$ cat config.mk
export PLATFORM = sky130hd
export DESIGN_NAME = ysyx_24110026_core_ctrl
export DESIGN_NICKNAME = d
export VERILOG_FILES = /design/src/rtl/ysyx_24110026_core_ctrl.sv
export SDC_FILE = /design/constraint.sdc
export NUM_CORES = 1
export LEC_CHECK = 0
export BUFFER_PORTS_ARGS = -buffer_cell sky130_fd_sc_hd__buf_2
export CELL_PAD_IN_SITES_DETAIL_PLACEMENT = 1
export CELL_PAD_IN_SITES_GLOBAL_PLACEMENT = 2
export CORE_MARGIN = 4
export CORE_UTILIZATION = 29
export DETAILED_ROUTE_END_ITERATION = 6
export GPL_ROUTABILITY_DRIVEN = 0
export GPL_TIMING_DRIVEN = 0
export PLACE_DENSITY = 0.77
export SLEW_MARGIN = 20
export SYNTH_ARGS = -nofsm -noshare
export SYNTH_HDL_FRONTEND = slang
export SYNTH_SLANG_ARGS = --single-unit
$ cat constraint.sdc
create_clock -name clk -period 1.5 [get_ports clk]
set_input_delay 0.075 -clock clk [delete_from_list [all_inputs] [get_ports clk]]
set_output_delay 0.075 -clock clk [all_outputs]
set_load 0.02 [all_outputs]
$ cat src/rtl/ysyx_24110026_core_ctrl.sv
// Multi-cycle IF/ID/EX/MEM/WB sequencer for the NPC core with memory-wait timeout and sticky halt.
// Optional cycle/instret performance counters are built when CORE_CTRL_PERF_EN is defined.
module ysyx_24110026_core_ctrl #(
    parameter int CNT_W   = 8,
    parameter int TIMEOUT = 200
`ifdef CORE_CTRL_PERF_EN
    ,
    parameter int PERF_W  = 32
`endif
) (
    input  logic              clk,
    input  logic              rst,
    output logic              ifu_req,
    input  logic              ifu_valid,
    input  logic [31:0]       inst_in,
    output logic [31:0]       inst_out,
    input  logic              dec_is_load,
    input  logic              dec_is_store,
    input  logic              dec_is_ebreak,
    input  logic              dec_illegal,
    input  logic              dec_rd_wen,
    output logic              lsu_req,
    output logic              lsu_we,
    input  logic              lsu_done,
    output logic              rf_wen,
    output logic              pc_wen,
    output logic              halt,
    output logic [1:0]        halt_code,
`ifdef CORE_CTRL_PERF_EN
    output logic [PERF_W-1:0] perf_cycle,
    output logic [PERF_W-1:0] perf_instret,
`endif
    output logic [2:0]        state_dbg
);

    typedef enum logic [2:0] {
        S_IDLE = 3'd0,
        S_IF   = 3'd1,
        S_ID   = 3'd2,
        S_EX   = 3'd3,
        S_MEM  = 3'd4,
        S_WB   = 3'd5,
        S_HALT = 3'd6
    } state_e;

    localparam logic [1:0] CODE_EBREAK  = 2'b01;
    localparam logic [1:0] CODE_TIMEOUT = 2'b10;
    localparam logic [1:0] CODE_ILLEGAL = 2'b11;
    localparam logic [CNT_W-1:0] CNT_LAST = CNT_W'(TIMEOUT - 1);

    state_e           state_q, state_d;
    logic [CNT_W-1:0] cnt_q, cnt_d;
    logic [1:0]       code_q, code_d;
    logic [31:0]      inst_q;
    logic             load_q, store_q, rd_wen_q;
    logic             ifu_req_q, lsu_req_q, lsu_we_q, rf_wen_q, pc_wen_q, halt_q;

    // NOTE: every variable gets a default before the case so no path leaves it unassigned, which would infer a latch.
    always_comb begin
        state_d = state_q;
        cnt_d   = cnt_q;
        code_d  = code_q;
        case (state_q)
            S_IDLE: state_d = S_IF;
            S_IF: begin
                if (ifu_valid) begin
                    state_d = S_ID;
                    cnt_d   = '0;
                end else if (cnt_q == CNT_LAST) begin
                    state_d = S_HALT;
                    code_d  = CODE_TIMEOUT;
                    cnt_d   = '0;
                end else begin
                    cnt_d = cnt_q + CNT_W'(1);
                end
            end
            S_ID: begin
                if (dec_illegal) begin
                    state_d = S_HALT;
                    code_d  = CODE_ILLEGAL;
                end else if (dec_is_ebreak) begin
                    state_d = S_HALT;
                    code_d  = CODE_EBREAK;
                end else begin
                    state_d = S_EX;
                end
            end
            S_EX: begin
                // A decode claiming both load and store is malformed.
                if (load_q && store_q) begin
                    state_d = S_HALT;
                    code_d  = CODE_ILLEGAL;
                end else if (load_q || store_q) begin
                    state_d = S_MEM;
                end else begin
                    state_d = S_WB;
                end
            end
            S_MEM: begin
                if (lsu_done) begin
                    state_d = S_WB;
                    cnt_d   = '0;
                end else if (cnt_q == CNT_LAST) begin
                    state_d = S_HALT;
                    code_d  = CODE_TIMEOUT;
                    cnt_d   = '0;
                end else begin
                    cnt_d = cnt_q + CNT_W'(1);
                end
            end
            S_WB:    state_d = S_IF;
            S_HALT:  state_d = S_HALT;
            default: state_d = S_IDLE;
        endcase
    end

    // Outputs are registered from the next state so they line up with state_q and never glitch.
    // NOTE: sequential state uses non-blocking assignments so every register samples pre-edge values.
    always_ff @(posedge clk or negedge rst) begin
        if (!rst) begin
            state_q   <= S_IDLE;
            cnt_q     <= '0;
            code_q    <= '0;
            inst_q    <= '0;
            load_q    <= 1'b0;
            store_q   <= 1'b0;
            rd_wen_q  <= 1'b0;
            ifu_req_q <= 1'b0;
            lsu_req_q <= 1'b0;
            lsu_we_q  <= 1'b0;
            rf_wen_q  <= 1'b0;
            pc_wen_q  <= 1'b0;
            halt_q    <= 1'b0;
        end else begin
            state_q <= state_d;
            cnt_q   <= cnt_d;
            code_q  <= code_d;
            if (state_q == S_IF && ifu_valid) begin
                inst_q <= inst_in;
            end
            if (state_q == S_ID) begin
                load_q   <= dec_is_load;
                store_q  <= dec_is_store;
                rd_wen_q <= dec_rd_wen;
            end
            ifu_req_q <= (state_d == S_IF);
            lsu_req_q <= (state_d == S_MEM);
            lsu_we_q  <= (state_d == S_MEM) && store_q;
            rf_wen_q  <= (state_d == S_WB) && rd_wen_q;
            pc_wen_q  <= (state_d == S_WB);
            halt_q    <= (state_d == S_HALT);
        end
    end

    assign ifu_req   = ifu_req_q;
    assign lsu_req   = lsu_req_q;
    assign lsu_we    = lsu_we_q;
    assign rf_wen    = rf_wen_q;
    assign pc_wen    = pc_wen_q;
    assign halt      = halt_q;
    assign halt_code = code_q;
    assign inst_out  = inst_q;
    assign state_dbg = state_q;

`ifdef CORE_CTRL_PERF_EN
    logic [PERF_W-1:0] perf_cycle_q, perf_instret_q;

    always_ff @(posedge clk or negedge rst) begin
        if (!rst) begin
            perf_cycle_q   <= '0;
            perf_instret_q <= '0;
        end else begin
            if (state_q != S_IDLE && state_q != S_HALT) begin
                perf_cycle_q <= perf_cycle_q + PERF_W'(1);
            end
            if (pc_wen_q) begin
                perf_instret_q <= perf_instret_q + PERF_W'(1);
            end
        end
    end

    assign perf_cycle   = perf_cycle_q;
    assign perf_instret = perf_instret_q;
`endif

endmodule
* Word level (Yosys, flattened, before mapping)
Index checks and enable logic that the tools add are counted. Widths: inputs -> output; s select.
Storage, ports and cells: register bits after elaboration 54, input port bits 41, output and inout bits 43
Operators by class: $add $sub $neg 1, eq/ne operators 15, mux-type cells 19, reduce and logical (&&, ||, !) cells 10
Operators by type and width (number):
- $mux 8 | 3
- $eq 3x3->1 const B | 6
- $pmux 3 s6 | 1
- $pmux 8 s2 | 1
- $mux 3 | 5
- $mux 2 | 7
- $add 8x1->8 const B | 1
- $eq 8x8->1 const B | 1
- $pmux 2 s4 | 1
- $eq 3x1->1 const B | 2
- $eq 3x2->1 const B | 2
- $ne 2x2->1 const B | 3
- $reduce_and 5->1 | 1
- $logic_and 1x1->1 | 4
- $reduce_bool 4->1 | 1
- $logic_not 3->1 | 1
- $ne 3x3->1 const B | 1
- $reduce_bool 2->1 | 1
- $reduce_or 2->1 | 1
- $logic_or 1x1->1 | 1
- $mux 1 | 1

* Depth between registers and ports, before layout
depth after elaboration 6, depth in mapped cells 6, mapped depth without buffers 6

* Worst setup path before layout
Ideal clock, no wire load.
path kind flip-flop to flip-flop, start register state_q[2], in the netlist state_dbg[2], end register code_q[1], in the netlist halt_code[1], setup time 0.125 ns, data arrival time 1.562 ns, setup slack -0.187 ns, stages on the path, launching flop included 6, buffers on the path 1, cell sequence dfrtp_1 > buf_4 > xnor2_1 > o41ai_2 > o211ai_2 > mux2_4
Between the ends: word-level cells in the longest chain between the ends 3
RTL lines:
- start, declared | line 51 | state_e state_q, state_d;
- start signal, assigned | line 135 | state_q <= state_d;
- $eq 3x2->1, or another cell as far along | line 63 | case (state_q)
- $ne 3x3->1 (no source line), or another cell as far along
- $reduce_and 5->1 (no source line)
- end signal, assigned | line 137 | code_q <= code_d;
- end, declared | line 53 | logic [1:0] code_q, code_d;
Several ways; a longest one is shown, not always the timed one. A chain may end at the register's enable or synchronous reset.

* Final worst setup path
start register state_q[0], in the netlist state_dbg[0], end register code_q[1], in the netlist halt_code[1]
The elaborated chain is that of the path after synthesis.

==> results.json <==
{
  "outcome": "complete, but fails checks",
  "violations": "negative setup slack",
  "slew_headroom_pct": 54.7,
  "avgSynthCellArea_um2": 13.3,
  "dr_wl_met2_um": 3540,
  "cts_sinks": 54,
  "hold_class": "in -> reg",
  "yosysMostFrequentCell": "dfrtp_1",
  "routed_wirelength_um": 7310,
  "antenna_cells": 0,
  "tightest_slew_ps": 679,
  "worst_setup_path_start_kind": "flop",
  "slowest_stage": "dfrtp_2",
  "synth_edf_count": 0,
  "synth-seq-cells": 54,
  "wl_met3_um": 527,
  "fin_crit_sh_pct": 111,
  "final_cells": 423,
  "yosysSeqAreaShare_pct": 56.3,
  "ant_nets": 0,
  "cts_root_buf": "clkbuf_8",
  "path_max_fanout": 8,
  "yosysWarnings": 0,
  "grt_pass1_vias": 2012,
  "start_util_pct": 30.5,
  "finalCriticalPeriod_ps": 1660,
  "place_ws_ps": -348,
  "clk_pin_slew_ps": 100,
  "cp-end-kind": "flop",
  "rows": 32,
  "fp.coreArea_um2": 7890,
  "grt_max_degree": 55,
  "io_buffers": 83,
  "critical_path.max_stage_delay_ps": 450,
  "syn_nets": 223,
  "syn-instance-count": 181,
  "crit_chain": "buf_4, xnor2_4, o41ai_2, o211ai_2, mux2_4",
  "critical_path_arrival_ps": 1850,
  "cts.path.max_buffers": 2,
  "top_layer": "met4",
  "hold_viol": 0,
  "wl_met1_um": 3150,
  "drv_cap": 0,
  "rsz0062_at_grt": "yes",
  "synth_common_cells": "dfrtp_1, mux2_2, nor2_1, nand2_1, xnor2_1",
  "grt.total_usage_pct": 13.2,
  "drive_gt1_share_pct": 61.1,
  "synthTopCellsByArea": "dfrtp_1, mux2_2, xnor2_1, buf_4, nor2_1",
  "drc_errors": 0,
  "dp_hpwl_um": 4450,
  "synth_ff_type": "dfrtp_1",
  "skew_ps": 6.25,
  "fmax_mhz": 602,
  "grt_pass1_wl_um": 10300,
  "antenna_found_initial": 0,
  "drt_pass1_iterations": 4,
  "yosys.area.top_type": "dfrtp_1",
  "overflow": 0,
  "clock_latency_ps": 300,
  "syn_area_um2": 2400,
  "setup_slack_ps": -161,
  "viasPerCell": 4.69,
  "ys_async_sr_fraction_pct": 100,
  "p_leak_nw": 1.79,
  "crit_type": "reg -> reg",
  "holdWs_ps": 8.07,
  "finalSetupViolCount": 42,
  "final_core_util_pct": 49.2,
  "drt-initial-drc-count": 51,
  "cts_tree": "done",
  "final_nets": 362,
  "fp.dieH_um": 99.0,
  "ir_worst_vdd_v": 0.000706,
  "dr_total_vias": 1985,
  "routedWlPerCell_um": 17.3,
  "htreeDepth": 2,
  "synth_top_area_share_pct": 56.3,
  "ys_types": 42,
  "numCtsBuffers": 5,
  "dp.cells": 366,
  "area_delta_synth_final_pct": 61.5,
  "drv_slew": 0,
  "power.density_nw_per_um2": 2020,
  "die_area_um2": 9800,
  "io_pins": 84,
  "crit_required_ps": 1690,
  "die_w_um": 99.0,
  "finalPower_w": 0.00782
}
[where the power goes]
part           internal, W  switching (W)
sequential         0.00209       0.000398
clock             0.000331       0.000478
combinational      0.00222        0.00230
[repair_timing]
item,4_1_cts,5_1_grt
resized for setup,14,58
setup endpoints to repair,49,48
hold buffers,19,9
cloned,0,3
pin swaps,10,10
hold endpoints to repair,72,9
buffers inserted,12,6
[final timing paths]
| check | start | end | slack [ps] | cells after the start |
|---|---|---|---|---|
| min in group asynchronous | rst | inst_out[8] | 380 | 2 |
| max in group asynchronous | rst | state_dbg[1] | 640 | 2 |
| hold reg to reg | rd_wen_q | rf_wen | 510 | 1 |
| setup reg to reg | state_dbg[0] | halt_code[1] | -160 | 5 |
| hold / removal | dec_is_store | store_q | 8 | 2 |
| setup / recovery | state_dbg[0] | halt_code[1] | -160 | 5 |
[placed cells by master (no fill, tap or decap), types with 2 or more instances in the layout]
cell,instances
buf_8,3
nor3_2,3
a31oi_1,2
nand3_1,2
nand2_1,8
o21ai_0,3
or3b_4,2
clkbuf_8,5
nor4_2,3
dfrtp_2,3
dfrtp_1,51
inv_1,4
o21ai_1,2
buf_2,83
buf_4,18
a21oi_4,3
dlygate4sd3_1,28
nand3_2,2
buf_6,4
buf_12,2
clkbuf_16,2
mux2_2,5
or3_1,2
nor2_1,8
mux2_4,31
xnor2_1,5
[cell families (layout without fill, tap and decap cells)]
family                     Yosys count  count (layout)  share of synthesized area, %
and+or+nand+nor                     51              51                          13.5
buffers and inverters               13             153                          2.97
muxes                               37              37                          17.4
DFF                                 54              54                          56.3
adders and majority gates            1               1                         0.521
xor gates and xnor gates             6               6                          2.19
AOI/OAI and AO/OA                   19              19                          7.08
[cell type report]
cell class / count / area (µm²)
tap: 102 / 128
buffer: 8 / 115
fill: 820 / 4010
multi-input combinational: 114 / 1280
sequential: 54 / 1360
timing repair buffer: 132 / 896
inverter: 5 / 18.8
clock inverter: 2 / 13.8
clock buffer: 6 / 72.6
[critical path, delay by kind of cell, from the launching register on]
kind,cells,cell delay [ps]
AO/OA/AOI/OAI,2,410
buffers and inverters,1,180
XOR/XNOR,1,200
flip-flops,1,450
multiplexers,1,310
[per-stage QoR]
stage / setup TNS, ps / area [µm²]
CTS: -3650 / 3440
finish: -3580 / 3880
floorplan: -4480 / 2460
global route: -5970 / 3880
global placement: -10670 / 3010
detailed placement: -10550 / 3010
[state kept, by name, summed over array words and instances (netlist names)]
name,flops
cnt_q,8
load_q,1
rd_wen_q,1
pc_wen,1
rf_wen,1
state_dbg,3
lsu_req,1
store_q,1
halt_code,2
lsu_we,1
ifu_req,1
halt,1
inst_out,32
[layer usage]
layer	track usage (%)	up-vias
met2	21.2	76
met5	0	-
met1	17.0	979
li1	-	921
met4	4.20	0
met3	3.82	9
Power figures use the tool's default switching activity.
